==> src/rtl/pc_ifid_stage.sv <==
// PC register, fetch request and IF/ID pipeline register of the 5-stage MIPS core.
// Resolves beq/bne/j/jal/jr/jalr in ID on forwarded operands and redirects fetch.
//
// Ports:
//   clk, rst_n                       clock, synchronous active-low reset
//   ICACHE_stall/rdata/ren/addr      instruction cache fetch interface
//   DCACHE_stall                     data cache miss, freezes the whole stage
//   stall_lw, stallJ                 hazard-unit holds
//   ForwardA/B, ID_rs_data/rt_data,
//   EXMEM_ALUout, MEMWB_WriteData    ID operand sources
//   Branch, BranchNE, Jump, JumpR    decode flags of the instruction in ID
//   PC, IFID_PC4, IFID_Inst,
//   IFID_Valid                       fetch PC and IF/ID register
//   IF_Flush                         redirect taken this cycle (combinational)
//
// Optional feature macro BRANCH_STAT_EN adds the saturating counters
// stat_branch, stat_taken and stat_stall.

module pc_ifid_stage #(
    parameter logic [31:0] RESET_PC = 32'h0000_0000,
    parameter logic [31:0] NOP_INST = 32'h0000_0000
) (
    input  logic        clk,
    input  logic        rst_n,
    input  logic        ICACHE_stall,
    input  logic [31:0] ICACHE_rdata,
    output logic        ICACHE_ren,
    output logic [29:0] ICACHE_addr,
    input  logic        DCACHE_stall,
    input  logic        stall_lw,
    input  logic        stallJ,
    input  logic [1:0]  ForwardA,
    input  logic [1:0]  ForwardB,
    input  logic        Branch,
    input  logic        BranchNE,
    input  logic        Jump,
    input  logic        JumpR,
    input  logic [31:0] ID_rs_data,
    input  logic [31:0] ID_rt_data,
    input  logic [31:0] EXMEM_ALUout,
    input  logic [31:0] MEMWB_WriteData,
    output logic [31:0] PC,
    output logic [31:0] IFID_PC4,
    output logic [31:0] IFID_Inst,
    output logic        IFID_Valid,
`ifdef BRANCH_STAT_EN
    output logic [31:0] stat_branch,
    output logic [31:0] stat_taken,
    output logic [31:0] stat_stall,
`endif
    output logic        IF_Flush
);

    typedef enum logic [1:0] {
        S_RUN,
        S_HOLD,
        S_FLUSH
    } state_t;

    state_t      state;
    state_t      stateNext;

    logic        freeze;
    logic        hold;
    logic        taken;
    logic        redirect;
    logic        isBranch;
    logic [31:0] rsF;
    logic [31:0] rtF;
    logic [31:0] pcPlus4;
    logic [31:0] brOffset;
    logic [31:0] target;
    logic        unusedInstBits;

    assign freeze      = ICACHE_stall | DCACHE_stall;
    assign hold        = stall_lw | stallJ;
    assign pcPlus4     = PC + 32'd4;
    assign ICACHE_addr = PC[31:2];
    assign brOffset    = {{14{IFID_Inst[15]}}, IFID_Inst[15:0], 2'b00};

    // opcode bits come pre-decoded through the flag inputs
    assign unusedInstBits = ^IFID_Inst[31:26];

    always_comb begin
        rsF = ID_rs_data;
        unique case (ForwardA)
            2'b01:   rsF = EXMEM_ALUout;
            2'b10:   rsF = MEMWB_WriteData;
            default: rsF = ID_rs_data;
        endcase
    end

    always_comb begin
        rtF = ID_rt_data;
        unique case (ForwardB)
            2'b01:   rtF = EXMEM_ALUout;
            2'b10:   rtF = MEMWB_WriteData;
            default: rtF = ID_rt_data;
        endcase
    end

    // a bubble in ID carries no real decode flags
    always_comb begin
        taken = 1'b0;
        if (IFID_Valid) begin
            taken = Jump | JumpR
                  | (Branch & (rsF == rtF))
                  | (BranchNE & (rsF != rtF));
        end
    end

    // overlapping flags are illegal; the order only keeps results repeatable
    always_comb begin
        target = IFID_PC4 + brOffset;
        if (Jump) begin
            target = {IFID_PC4[31:28], IFID_Inst[25:0], 2'b00};
        end else if (JumpR) begin
            target = rsF;
        end
    end

    // a redirect seen during a freeze is simply not taken; the same
    // IF/ID entry re-resolves once the freeze drops
    assign redirect = taken & ~freeze & ~hold;
    assign IF_Flush = redirect;
    assign isBranch = IFID_Valid & (Branch | BranchNE) & ~Jump & ~JumpR;

    always_comb begin
        stateNext = state;
        if (freeze) begin
            stateNext = state;
        end else if (hold) begin
            stateNext = S_HOLD;
        end else if (redirect) begin
            stateNext = S_FLUSH;
        end else begin
            stateNext = S_RUN;
        end
    end

    always_ff @(posedge clk) begin
        if (!rst_n) begin
            state      <= S_RUN;
            PC         <= RESET_PC;
            IFID_Inst  <= NOP_INST;
            IFID_PC4   <= 32'd0;
            IFID_Valid <= 1'b0;
            ICACHE_ren <= 1'b0;
        end else begin
            state      <= stateNext;
            ICACHE_ren <= 1'b1;
            if (!freeze && !hold) begin
                if (redirect) begin
                    PC         <= target;
                    IFID_Inst  <= NOP_INST;
                    IFID_PC4   <= pcPlus4;
                    IFID_Valid <= 1'b0;
                end else begin
                    PC         <= pcPlus4;
                    IFID_Inst  <= ICACHE_rdata;
                    IFID_PC4   <= pcPlus4;
                    IFID_Valid <= 1'b1;
                end
            end
        end
    end

`ifdef BRANCH_STAT_EN
    always_ff @(posedge clk) begin
        if (!rst_n) begin
            stat_branch <= 32'd0;
            stat_taken  <= 32'd0;
            stat_stall  <= 32'd0;
        end else if (!freeze) begin
            if (hold && stat_stall != 32'hFFFF_FFFF) begin
                stat_stall <= stat_stall + 32'd1;
            end
            if (!hold && isBranch && stat_branch != 32'hFFFF_FFFF) begin
                stat_branch <= stat_branch + 32'd1;
            end
            if (redirect && stat_taken != 32'hFFFF_FFFF) begin
                stat_taken <= stat_taken + 32'd1;
            end
        end
    end
`else
    logic unusedStat;
    assign unusedStat = isBranch;
`endif

endmodule

==> config.mk <==
export PLATFORM = sky130hd
export DESIGN_NAME = pc_ifid_stage
export DESIGN_NICKNAME = d
export VERILOG_FILES = /design/src/rtl/pc_ifid_stage.sv
export SDC_FILE = /design/constraint.sdc
export NUM_CORES = 1
export LEC_CHECK = 0
export BUFFER_PORTS_ARGS = -buffer_cell sky130_fd_sc_hd__clkbuf_2
export CORE_UTILIZATION = 57
export CTS_BUF_LIST = sky130_fd_sc_hd__clkbuf_4 sky130_fd_sc_hd__clkbuf_8
export DETAILED_ROUTE_END_ITERATION = 10
export PLACE_DENSITY = 0.89
export SLEW_MARGIN = 5
export SYNTH_ARGS = -nofsm -noshare
export SYNTH_HDL_FRONTEND = slang
export SYNTH_SLANG_ARGS = --single-unit
export TNS_END_PERCENT = 20
==> constraint.sdc <==
create_clock -name clk -period 5.77 [get_ports clk]
set_clock_uncertainty 0.1 [all_clocks]
set_input_delay 0.2885 -clock clk [delete_from_list [all_inputs] [get_ports clk]]
set_output_delay 0.2885 -clock clk [all_outputs]
set_load 0.005 [all_outputs]
-- Word-level counts from Yosys, hierarchy flattened
Cells that the tools add are included.
- flip-flop bits (word level): 98
- $add $sub $neg: 2
- equal/unequal tests: 6
- mux-type cells: 9
- bitwise gates (word level): 11
- reductions and logical operators: 3
- operators with widths (operator ; number):
    $mux W32 ; 4
    $pmux W32 S2 ; 2
    $add A32 B3 Y32 const B ; 1
    $add A32 B32 Y32 ; 1
    $eq A32 B32 Y1 ; 1
    $ne A32 B32 Y1 ; 1
    $or A1 B1 Y1 ; 5
    $and A1 B1 Y1 ; 4
    $eq A2 B1 Y1 const B ; 2
    $eq A2 B2 Y1 const B ; 2
    $mux W1 ; 3
    $logic_not A1 Y1 ; 2
    $not A1 Y1 ; 2
    $logic_and A1 B1 Y1 ; 1

-- Longest topological paths before layout
- depth after elaboration: 10
- depth in mapped cells: 16
- mapped depth without buffers: 11

-- Worst setup path before layout
OpenSTA, ideal clock, no wires.
- path type: input to register
- from: input ForwardA[0]
- to: register PC[21]
- arrival time: 3197 ps
- required time: 5543 ps
- setup slack: 2346 ps
- stages on the path: 15
- path buffers: 4
- cells stage by stage: inv_1 ha_1 buf_6 buf_2 a221o_1 o211a_1 nor4b_1 nand4_1 nor4_2 mux2i_1 and2_1 buf_2 buf_2 o22ai_1 or3_1
- longest elaborated chain between the ends: 10
- RTL lines (element ; RTL line ; RTL):
    from (decl) ; 32 ; input logic [1:0] ForwardA,
    $eq A2 B2 Y1 / $eq A2 B1 Y1 (equally long branches) ; 86 ; unique case (ForwardA)
    $pmux W32 S2 (*) ; 86 ;
    $eq A32 B32 Y1 ; 107 ; | (Branch & (rsF == rtF))
    $and A1 B1 Y1 ; 107 ;
    $or A1 B1 Y1 ; 107 ;
    $or A1 B1 Y1 ; 108 ; | (BranchNE & (rsF != rtF));
    $mux W1 ; 105 ; if (IFID_Valid) begin
    $and A1 B1 Y1 (2 in series) ; 124 ; assign redirect = taken & ~freeze & ~hold;
    $mux W32 (*) ; 153 ; if (redirect) begin
    to (signal assigned) ; 154 ; PC <= target;
    to (signal assigned) ; 159 ; PC <= pcPlus4;
    to (decl) ; 42 ; output logic [31:0] PC,
Every way passes the cells marked *; elsewhere a longest branch is shown, timed or not.
A chain may end at the register's enable or synchronous reset.

-- Worst setup path after layout
- from: input ForwardB[0]
- to: output IF_Flush
- longest elaborated chain between the ends: 9
- RTL lines (element ; RTL line ; RTL):
    from (decl) ; 33 ; input logic [1:0] ForwardB,
    $eq A2 B2 Y1 / $eq A2 B1 Y1 (equally long branches) ; 95 ; unique case (ForwardB)
    $pmux W32 S2 (*) ; 95 ;
    $eq A32 B32 Y1 ; 107 ;
    $and A1 B1 Y1 ; 107 ;
    $or A1 B1 Y1 ; 107 ;
    $or A1 B1 Y1 (*) ; 108 ;
    $mux W1 (*) ; 105 ;
    $and A1 B1 Y1 (*) (2 in series) ; 124 ;
    to (decl) ; 51 ; output logic IF_Flush
Marked as above.

==> impl_metrics.yaml <==
clocking:
  path_clk_slew_ns: 0.11
  root_buffer: "clkbuf_8"
  post_cts_buffers: 0
  holdBufCountCts: 0
  cts.path.max_buffers: 2
  htree_levels: 3
  insertion_delay_ns: 0.41
  tritoncts: "built"
  numCtsBuffers: 9
  cts_sinks: 98
  postCtsResizedCells: 0
worst_hold_path:
  whs_endpoint: "IFID_Inst[23]"
  hold_depth: 3
  worstHoldStart: "ICACHE_rdata[23]"
  hp-class: "in2reg"
floorplanning:
  core_sq_um: 15300
  dieArea_sq_um: 16200
  dieWidth_um: 127
  die_y_um: 127
  rows: 45
  initial_core_util_pct: 58.5
  ioPinCount: 303
final_layout:
  final_util_pct: 68.4
  nets: 1605
  drive_gt1_share_pct: 24.8
  post-route-cell-area_sq_um: 10400
  diodes: 0
  synthToLayoutAreaGrowth_pct: 17.0
synthesis:
  syn_area_sq_um: 8920
  yosysSeqAreaShare_pct: 22.0
  synth_ff_type: "dfxtp_1"
  synth_nets: 1391
  synth_edf_count: 0
  postSynthAreaPerCell_sq_um: 7.55
  ys_warn_count: 0
  yosysUniqueCellTypes: 70
  synth_async_sr_flop_share_pct: 0
  ys_ff_latch: 98
  synth_cells: 1182
placement:
  portBuffers: 302
  pre_cts_slack_ns: 1.39
  dpl_cell_area_sq_um: 10200
  place_hpwl_um: 25600
  gp_congestion: 0.996
drt:
  vias: 10900
  met1_length_um: 13300
  via_per_inst: 6.78
  wl_met2_um: 15500
  first_pass_iters: 6
  wl_um: 34400
  route.met3.wl_um: 3570
  wire_per_inst_um: 21.3
  detail-route-antenna-nets: 0
  drtIter0Drc: 1378
  highest_layer: "met4"
  post-route-drc-count: 0
setup_path:
  end_kind: "primary output"
  r2r-end: "PC[23]"
  regToRegStartpoint: "IFID_Inst[15]"
  critPathArrivalTime_ns: 3.97
  path_class: "in2out"
  worstPathRequired_ns: 5.38
  critPathMaxFanout: 18
  reg2regPathDepth: 9
  worstSetupStartpointType: "input port"
  reg2reg_slack_ns: 1.82
grt:
  track_usage_pct: 41.8
  first_global_vias: 9882
  grt_max_degree: 88
  antenna_found_initial: 0
  overflow: 0
  grt_pass1_wl_um: 52800
power_and_ir_drop:
  peakVddDrop_mv: 0.139
  p_comb_share_pct: 29.5
  p_per_area_nw_per_um2: 159
  p_clk_share_pct: 27.6
  switching_power_mw: 0.600
  finalPower_mw: 1.66
  p_seq_share_pct: 42.9
  p_int_mw: 1.06
  p_leak_nw: 4.64
  swShare_pct: 36.0
timing:
  grt_setup_unrepaired: "no"
  min_period_ns: 4.36
  final-hold-violation-count: 0
  max_freq_ghz: 0.229
  report.final.slew_viol_count: 0
  fin_crit_sh_pct: 75.5
  tns_ns: 0
  worstMarginPinSlew_ns: 0.955
  relSlewSlack_pct: 36.2
  finalSetupViolCount: 0
  fin_ws_ns: 1.41
flow_run:
  drv_cap: 0
status:
  status: "complete, no violations"
## state kept, by name, indices dropped and copies added, names as in the netlist
register    count
IFID_Valid      1
IFID_Inst      32
PC             32
ICACHE_ren      1
IFID_PC4       32
## cells in the final DEF (no fill, tap or decap), types with 14 or more instances in the layout
| master | n |
|---|---|
| clkbuf_2 | 302 |
| nor2_1 | 99 |
| dfxtp_1 | 98 |
| nand2_1 | 95 |
| a21oi_1 | 81 |
| o21ai_0 | 67 |
| a211oi_1 | 48 |
| a221o_1 | 40 |
| nand2b_1 | 37 |
| nor2b_1 | 37 |
| nand3_1 | 37 |
| a221oi_1 | 36 |
| a2bb2oi_1 | 33 |
| ha_1 | 33 |
| xnor2_1 | 26 |
| inv_1 | 22 |
| o211ai_1 | 21 |
| xor2_1 | 21 |
| o211a_1 | 20 |
| nor3_1 | 20 |
| buf_4 | 19 |
| nand4_1 | 18 |
| nor4b_1 | 16 |
| nor4_1 | 14 |
## cell type report
| type | instances | area (sq um) |
|---|---|---|
| Fill cell | 1313 | 4830 |
| Inverter | 24 | 90.1 |
| Clock inverter | 7 | 71.3 |
| Sequential cell | 98 | 1960 |
| Clock buffer | 9 | 124 |
| Multi-Input combinational cell | 942 | 6270 |
| Timing Repair Buffer | 321 | 1650 |
| Tap cell | 211 | 264 |
## Yosys cell counts, types with 8 or more instances
cell type / number / area, sq um
or4_1: 10 / 75.1
ha_1: 34 / 425
a21oi_1: 81 / 405
clkbuf_1: 58 / 218
nor2_1: 99 / 372
nor3_1: 20 / 100
or3_1: 8 / 50.1
o211ai_1: 21 / 158
inv_1: 22 / 82.6
o211a_1: 20 / 200
nand2_1: 95 / 357
nand3_1: 37 / 185
a221oi_1: 36 / 315
and3_1: 13 / 81.3
xnor2_1: 26 / 228
a221o_1: 40 / 400
buf_2: 21 / 105
a2bb2oi_1: 33 / 289
nand2b_1: 37 / 231
nor2b_1: 37 / 231
nor4b_1: 16 / 140
buf_4: 32 / 240
nand4_1: 18 / 113
a21o_1: 10 / 75.1
o21ai_0: 67 / 335
a31oi_1: 10 / 62.6
o2111ai_1: 10 / 87.6
nor4_1: 15 / 93.8
a211oi_1: 48 / 360
xor2_1: 21 / 184
dfxtp_1: 98 / 1960
## stage by stage
stage | hold slack [ns] | std cells
2_1_floorplan | 0.216 | 1182
3_3_place_gp | 0.356 | 1596
3_5_place_dp | 0.361 | 1596
4_1_cts | 0.0105 | 1612
5_1_grt | 0.0284 | 1612
6_report | 0.0181 | 1612
## how the worst max path moves through the flow
stage | from | end | cells past startpoint
global placement | ForwardA[0] | PC[21] | 15
CTS | ForwardA[0] | IF_Flush | 14
detailed placement | ForwardA[0] | PC[21] | 15
floorplan | ForwardA[0] | PC[21] | 15
global route | ForwardA[0] | IF_Flush | 14
finish | ForwardB[0] | IF_Flush | 14
## worst max-delay path, stage by stage
cell	delay (ns)
clkbuf_2	0.10
inv_1	0.05
ha_1	0.65
buf_4	0.35
a221oi_1	0.14
o211ai_1	0.28
nor4b_1	0.38
nand4_1	0.22
nor4_2	0.34
mux2i_1	0.22
buf_4	0.26
nand2_1	0.27
inv_1	0.26
clkbuf_2	0.15
## power by group through the flow
| stage | Combinational, mW | Clock (mW) | Sequential (mW) |
|---|---|---|---|
| final | 0.492 | 0.459 | 0.713 |
| after global routing | 0.524 | 0.487 | 0.714 |
| after CTS | 0.476 | 0.460 | 0.712 |
| after detailed placement | 0.472 | 0 | 0.728 |
| after global placement | 0.466 | 0 | 0.727 |
| after floorplan | 0.307 | 0 | 0.721 |
## layer usage
metal | global-route usage (%) | vias up
li1 | - | 4939
met1 | 51.5 | 5089
met2 | 67.1 | 750
met3 | 9.51 | 153
met4 | 23.9 | 0
met5 | 0 | -
## cell families after synthesis
family	after synthesis	synth area share, %
AND/OR/NAND/NOR	427	24.8
AO/OA/AOI/OAI	425	34.8
buffers and inverters	142	7.87
flip-flops	98	22.0
XOR/XNOR	47	4.62
adder cells (fa/ha/maj)	35	4.99
multiplexers	8	0.912
(Power assumes the default switching activity.)
